File: src/rtl/spi_master_pkg.sv
// Shared types and constants for the single-byte SPI master.
// Optional busy output is enabled with SPI_MASTER_BUSY_EN (see spi_master.sv).
package spi_master_pkg;

  localparam int DW_DEF = 8;
  localparam int HCW    = 4;

  typedef enum logic [1:0] {
    IDLE   = 2'd0,
    SEND   = 2'd1,
    FINISH = 2'd2
  } state_t;

  // Half-period minus one, in clk cycles, for each cdiv code
  localparam logic [HCW-1:0] HALF_M1_DIV4  = 4'd1;
  localparam logic [HCW-1:0] HALF_M1_DIV8  = 4'd3;
  localparam logic [HCW-1:0] HALF_M1_DIV16 = 4'd7;
  localparam logic [HCW-1:0] HALF_M1_DIV32 = 4'd15;

  function automatic logic [HCW-1:0] half_m1(input logic [1:0] cdiv);
    logic [HCW-1:0] h;
    case (cdiv)
      2'b00:   h = HALF_M1_DIV4;
      2'b01:   h = HALF_M1_DIV8;
      2'b10:   h = HALF_M1_DIV16;
      default: h = HALF_M1_DIV32;
    endcase
    return h;
  endfunction

endpackage

File: src/rtl/spi_clk_div.sv
// SCK generator: toggles sck every (half_m1+1) clks while enabled, flags the edges.
// Held in reset (sck low, counter zero) whenever en is low.
module spi_clk_div
  import spi_master_pkg::*;
(
  input  logic           clk,
  input  logic           rstb,
  input  logic           en,
  input  logic [HCW-1:0] half_m1,
  output logic           sck,
  output logic           sck_rise,
  output logic           sck_fall
);

  localparam logic [HCW-1:0] CNT_ONE = 4'd1;

  logic [HCW-1:0] cnt_r;
  logic           sck_r;
  logic           tick_s;

  // Half-period expiry strobe
  always_comb begin
    tick_s = en && (cnt_r == half_m1);
  end

  // Half-period counter and sck level
  always_ff @(posedge clk or negedge rstb) begin
    if (!rstb) begin
      cnt_r <= '0;
      sck_r <= 1'b0;
    end else if (!en) begin
      cnt_r <= '0;
      sck_r <= 1'b0;
    end else if (tick_s) begin
      cnt_r <= '0;
      sck_r <= ~sck_r;
    end else begin
      cnt_r <= cnt_r + CNT_ONE;
    end
  end

  assign sck      = sck_r;
  assign sck_rise = tick_s & ~sck_r;
  assign sck_fall = tick_s & sck_r;

endmodule

File: src/rtl/spi_master.sv
// Single-byte SPI master (CPOL=0, CPHA=0) with per-transfer bit order and SCK rate.
// Define SPI_MASTER_BUSY_EN to add the busy status output.
module spi_master
  import spi_master_pkg::*;
#(
  parameter int DW = DW_DEF
) (
  input  logic          clk,
  input  logic          rstb,
  input  logic          start,
  input  logic          mlb,
  input  logic [DW-1:0] tdat,
  input  logic [1:0]    cdiv,
  input  logic          din,
  output logic          ss,
  output logic          sck,
  output logic          dout,
  output logic          done,
  output logic [DW-1:0] rdata
`ifdef SPI_MASTER_BUSY_EN
  ,
  output logic          busy
`endif
);

  localparam int              BCW     = $clog2(DW);
  localparam logic [BCW-1:0]  BC_LAST = BCW'(DW - 1);
  localparam logic [BCW-1:0]  BC_ONE  = BCW'(1'b1);

  state_t          state_r, next_state_s;
  logic [DW-1:0]   tx_r, rx_r, rdata_r;
  logic [BCW-1:0]  bit_cnt_r;
  logic            mlb_r;
  logic [1:0]      cdiv_r;
  logic            ss_r, dout_r, done_r;
  logic            sck_s, sck_rise_s, sck_fall_s;
  logic [HCW-1:0]  half_m1_s;

  assign half_m1_s = half_m1(cdiv_r);

  spi_clk_div u_clk_div (
    .clk      (clk),
    .rstb     (rstb),
    .en       (state_r == SEND),
    .half_m1  (half_m1_s),
    .sck      (sck_s),
    .sck_rise (sck_rise_s),
    .sck_fall (sck_fall_s)
  );

  // FSM state register
  always_ff @(posedge clk or negedge rstb) begin
    if (!rstb) begin
      state_r <= IDLE;
    end else begin
      state_r <= next_state_s;
    end
  end

  // FSM next-state logic
  always_comb begin
    next_state_s = state_r;
    case (state_r)
      IDLE: begin
        if (start) next_state_s = SEND;
        else       next_state_s = IDLE;
      end
      SEND: begin
        if (sck_fall_s && (bit_cnt_r == BC_LAST)) next_state_s = FINISH;
        else                                      next_state_s = SEND;
      end
      FINISH:  next_state_s = IDLE;
      default: next_state_s = IDLE;
    endcase
  end

  // Shift registers, bit counter and registered outputs
  always_ff @(posedge clk or negedge rstb) begin
    if (!rstb) begin
      tx_r      <= '0;
      rx_r      <= '0;
      rdata_r   <= '0;
      bit_cnt_r <= '0;
      mlb_r     <= 1'b0;
      cdiv_r    <= 2'b00;
      ss_r      <= 1'b1;
      dout_r    <= 1'b0;
      done_r    <= 1'b0;
    end else begin
      done_r <= 1'b0;
      case (state_r)
        IDLE: begin
          if (start) begin
            // First bit goes straight to dout; tx_r holds the remaining bits
            tx_r      <= mlb ? {tdat[DW-2:0], 1'b0} : {1'b0, tdat[DW-1:1]};
            dout_r    <= mlb ? tdat[DW-1] : tdat[0];
            rx_r      <= '0;
            mlb_r     <= mlb;
            cdiv_r    <= cdiv;
            ss_r      <= 1'b0;
            bit_cnt_r <= '0;
          end
        end
        SEND: begin
          if (sck_rise_s) begin
            rx_r <= mlb_r ? {rx_r[DW-2:0], din} : {din, rx_r[DW-1:1]};
          end
          if (sck_fall_s) begin
            bit_cnt_r <= bit_cnt_r + BC_ONE;
            // After the last falling edge dout keeps the final bit
            if (bit_cnt_r != BC_LAST) begin
              dout_r <= mlb_r ? tx_r[DW-1] : tx_r[0];
              tx_r   <= mlb_r ? {tx_r[DW-2:0], 1'b0} : {1'b0, tx_r[DW-1:1]};
            end
          end
        end
        FINISH: begin
          ss_r    <= 1'b1;
          rdata_r <= rx_r;
          done_r  <= 1'b1;
        end
        default: begin
          ss_r <= 1'b1;
        end
      endcase
    end
  end

  assign ss    = ss_r;
  assign sck   = sck_s;
  assign dout  = dout_r;
  assign done  = done_r;
  assign rdata = rdata_r;
`ifdef SPI_MASTER_BUSY_EN
  assign busy  = (state_r != IDLE);
`endif

endmodule

File: config.mk
export PLATFORM = sky130hd
export DESIGN_NAME = spi_master
export DESIGN_NICKNAME = d
export VERILOG_FILES = /design/src/rtl/spi_master_pkg.sv /design/src/rtl/spi_clk_div.sv /design/src/rtl/spi_master.sv
export SDC_FILE = /design/constraint.sdc
export NUM_CORES = 1
export LEC_CHECK = 0
export CORE_UTILIZATION = 62
export DETAILED_ROUTE_END_ITERATION = 6
export DONT_BUFFER_PORTS = 1
export PLACE_DENSITY = 0.88
export SYNTH_ARGS = -nofsm -noshare
export SYNTH_HDL_FRONTEND = slang
export SYNTH_HIERARCHICAL = 1
export SYNTH_SLANG_ARGS = --single-unit
File: constraint.sdc
create_clock -name clk -period 2.8 [get_ports clk]
set_input_delay 0.42 -clock clk [delete_from_list [all_inputs] [get_ports clk]]
set_output_delay 0.42 -clock clk [all_outputs]
set_load 0.02 [all_outputs]
==> impl_metrics.yaml <==
status:
  outcome: "complete, no violations"
global_routing:
  use_met2_pct: 41.92
  grt_max_degree: 41
  use_met3_pct: 6.277
  grt_overflow: 0
  grt_pass1_wl_um: 6265
  globalRouteMet1Util_pct: 27.59
  grt-busiest-layer: "met2"
  grt_pass1_vias: 1410
  antenna_found_initial: 0
  track_usage_pct: 24.18
timing:
  hold_ws_ns: 0.2180
  setup_violations: 0
  period_needed_ns: 2.614
  rsz0062_at_grt: "no"
  setup_ws_ns: 0.1857
  tightest_slew_ns: 0.8525
  finalSetupTns_ns: 0
  clock.fmax_mhz: 382.5
  max_slew_margin_pct: 43.17
  slew_violations: 0
  min_period_over_period_pct: 93.37
  hold_viol_final: 0
  finalClockSkew_ns: 0.01392
yosys:
  ys_types: 33
  yosysWarningCount: 6
  avgSynthCellArea_um2: 12.50
  seq_area_frac_synth_pct: 47.71
  synthFlopType: "dfrtp_1"
  ys_seq_elements: 40
  syn-num-nets: 186
  synthCells: 168
  synth_area_mm2: 0.002101
  synth_enable_flop_cells: 0
  ys_async_sr_fraction_pct: 100.0
die:
  core-area_mm2: 0.003128
  io_pins: 27
  initial_utilization_pct: 67.16
  chipHeight_um: 60.21
  dieArea_mm2: 0.003625
  rows: 20
  die_w_um: 60.21
worst_setup_path:
  crit_type: "flop to flop"
  cp.required_ns: 3.04
  cp.arrival_ns: 2.85
  startpoint_type: "flop"
  cpPeakStageDelay_ns: 0.42
  path_max_fanout: 9
  slowest_stage: "dfrtp_1"
  end_kind: "flop"
  crit_chain: "or2_2 -> xnor2_1 -> nand4_2 -> nor3_1 -> nand3b_1 -> a21oi_4 -> mux2_2"
detailed_routing:
  drc: 0
  ant_nets: 0
  first_pass_iters: 4
  drt_iter0_markers: 40
  routed_wl_um: 3770
  avgViaCountPerCell: 5.944
  vias: 1278
  wl_per_cell_um: 17.53
run:
  cap_violations: 0
clock_tree:
  cts_tree: "built"
  cts.sinks: 40
  ctsLongestPathBuffers: 2
  cts_resized: 0
  postCtsSetupBuffers: 0
  cts_inserted_buffers: 5
  clock_latency_ns: 0.35
  htree_levels: 2
  postCtsHoldBufs: 2
  clk_pin_slew_ns: 0.13
  cts_root_buffer: "clkbuf_4"
place:
  io_buffers: 0
  pre_cts_ws_ns: 0.2678
  dp.final_hpwl_um: 2690
  placed_cell_area_mm2: 0.002111
  gp_congestion: 0.8306
final_layout:
  drive_above_1_share_pct: 26.90
  seq_area_mm2: 0.001002
  synthToLayoutAreaGrowth_pct: 5.063
  final_nets: 188
  finish.instance_area_mm2: 0.002207
  multi_input_area_mm2: 0.001012
  num_antenna_cells: 0
  fillCellCount: 231
power_and_ir_drop:
  vdd_drop_max_mv: 0.4589
  p_leak_nw: 1.066
  p_per_area_mw_per_mm2: 831.1
  total_power_mw: 1.834
hold_path:
  hp-class: "input port to flop"
cells by family after synthesis:
family / Yosys count / share of synthesized area (%)
AOI/OAI and AO/OA: 11 / 4.943
muxes: 60 / 30.26
and+or+nand+nor: 31 / 8.517
DFF: 40 / 47.71
adders and majority gates: 3 / 1.787
xor gates and xnor gates: 6 / 2.501
buffers and inverters: 16 / 4.109
other: 1 / 0.1785
flip-flops by register name, indices dropped and copies added (netlist names):
name and count:
cdiv_r 2, mlb_r 1, ss 1, u_clk_div/cnt_r 4, rx_r 8, done 1
state_r 2, rdata 8, bit_cnt_r 3, u_clk_div/sck 1, dout 1, tx_r 8
cells in the mapped netlist, drive strengths merged, types with 2 or more instances:
cell | number | area (um^2)
nand2 | 5 | 18.77
nor2 | 10 | 37.54
clkbuf | 2 | 8.750
nand2b | 3 | 26.27
and3 | 4 | 25.02
inv | 7 | 26.28
a31oi | 2 | 12.51
buf | 7 | 51.30
mux2i | 32 | 320.3
a22o | 5 | 43.79
a21oi | 2 | 32.53
xnor2 | 5 | 43.79
ha | 3 | 37.54
dfrtp | 39 | 975.9
mux2 | 28 | 315.3
per-layer routing:
metal  routed length, um  vias to the layer above  part of all wire [%]
li1                    -                      594                     -
met1                1537                      639                    41
met2                1988                       33                    53
met3                 152                       12                   4.0
met4                  91                        0                   2.4
met5                   0                        -                     0
layout by cell type, fill, tap and decap left out, types with 2 or more instances in the layout:
master,count
clkbuf_4,5
nand2b_1,2
and3_1,4
a21oi_4,2
a31oi_1,2
mux2_2,28
nand2_1,5
ha_1,3
clkinvlp_4,2
mux2i_1,32
nor2_1,10
inv_1,7
dfrtp_1,39
a22o_1,5
buf_4,2
xnor2_1,5
cell type report:
class	instances	share of cell area, %
clock inverter	2	0.6803
multi-input combinational	112	45.86
inverter	7	1.190
sequential	40	45.41
tap	44	2.494
clock buffer	6	2.324
timing repair buffer	4	2.041
per-stage QoR:
stage | utilization, % | instances
2_1_floorplan | - | 168
3_3_place_gp | 67.48 | 205
3_5_place_dp | 67.48 | 205
4_1_cts | 70.56 | 215
5_1_grt | 70.56 | 215
6_report | 70.56 | 215
power breakdown:
group | internal [mW] | switching, mW | leakage [nW]
registers | 0.746 | 0.192 | 0.510
clock network | 0.122 | 0.195 | 0.0305
logic | 0.338 | 0.241 | 0.525
total | 1.21 | 0.628 | 1.07
worst paths after layout:
kind	from	endpoint	slack, ns	cells past startpoint
min reg2reg	rx_r[7]	rdata[7]	0.55	1
max in group asynchronous	rstb	ss	2.04	2
min	cdiv[0]	cdiv_r[0]	0.22	1
max reg2reg	cdiv_r[0]	tx_r[4]	0.19	7
max	cdiv_r[0]	tx_r[4]	0.19	7
min in group asynchronous	rstb	bit_cnt_r[2]	0.51	2
worst max-delay path, delay by kind of cell (launching register included):
kind                      cells  cell delay [ns]
and+or+nand+nor               4             1.14
xor gates and xnor gates      1             0.20
muxes                         1             0.38
AOI/OAI and AO/OA             1             0.37
DFF                           1             0.42
Power figures use the tool's default switching activity.
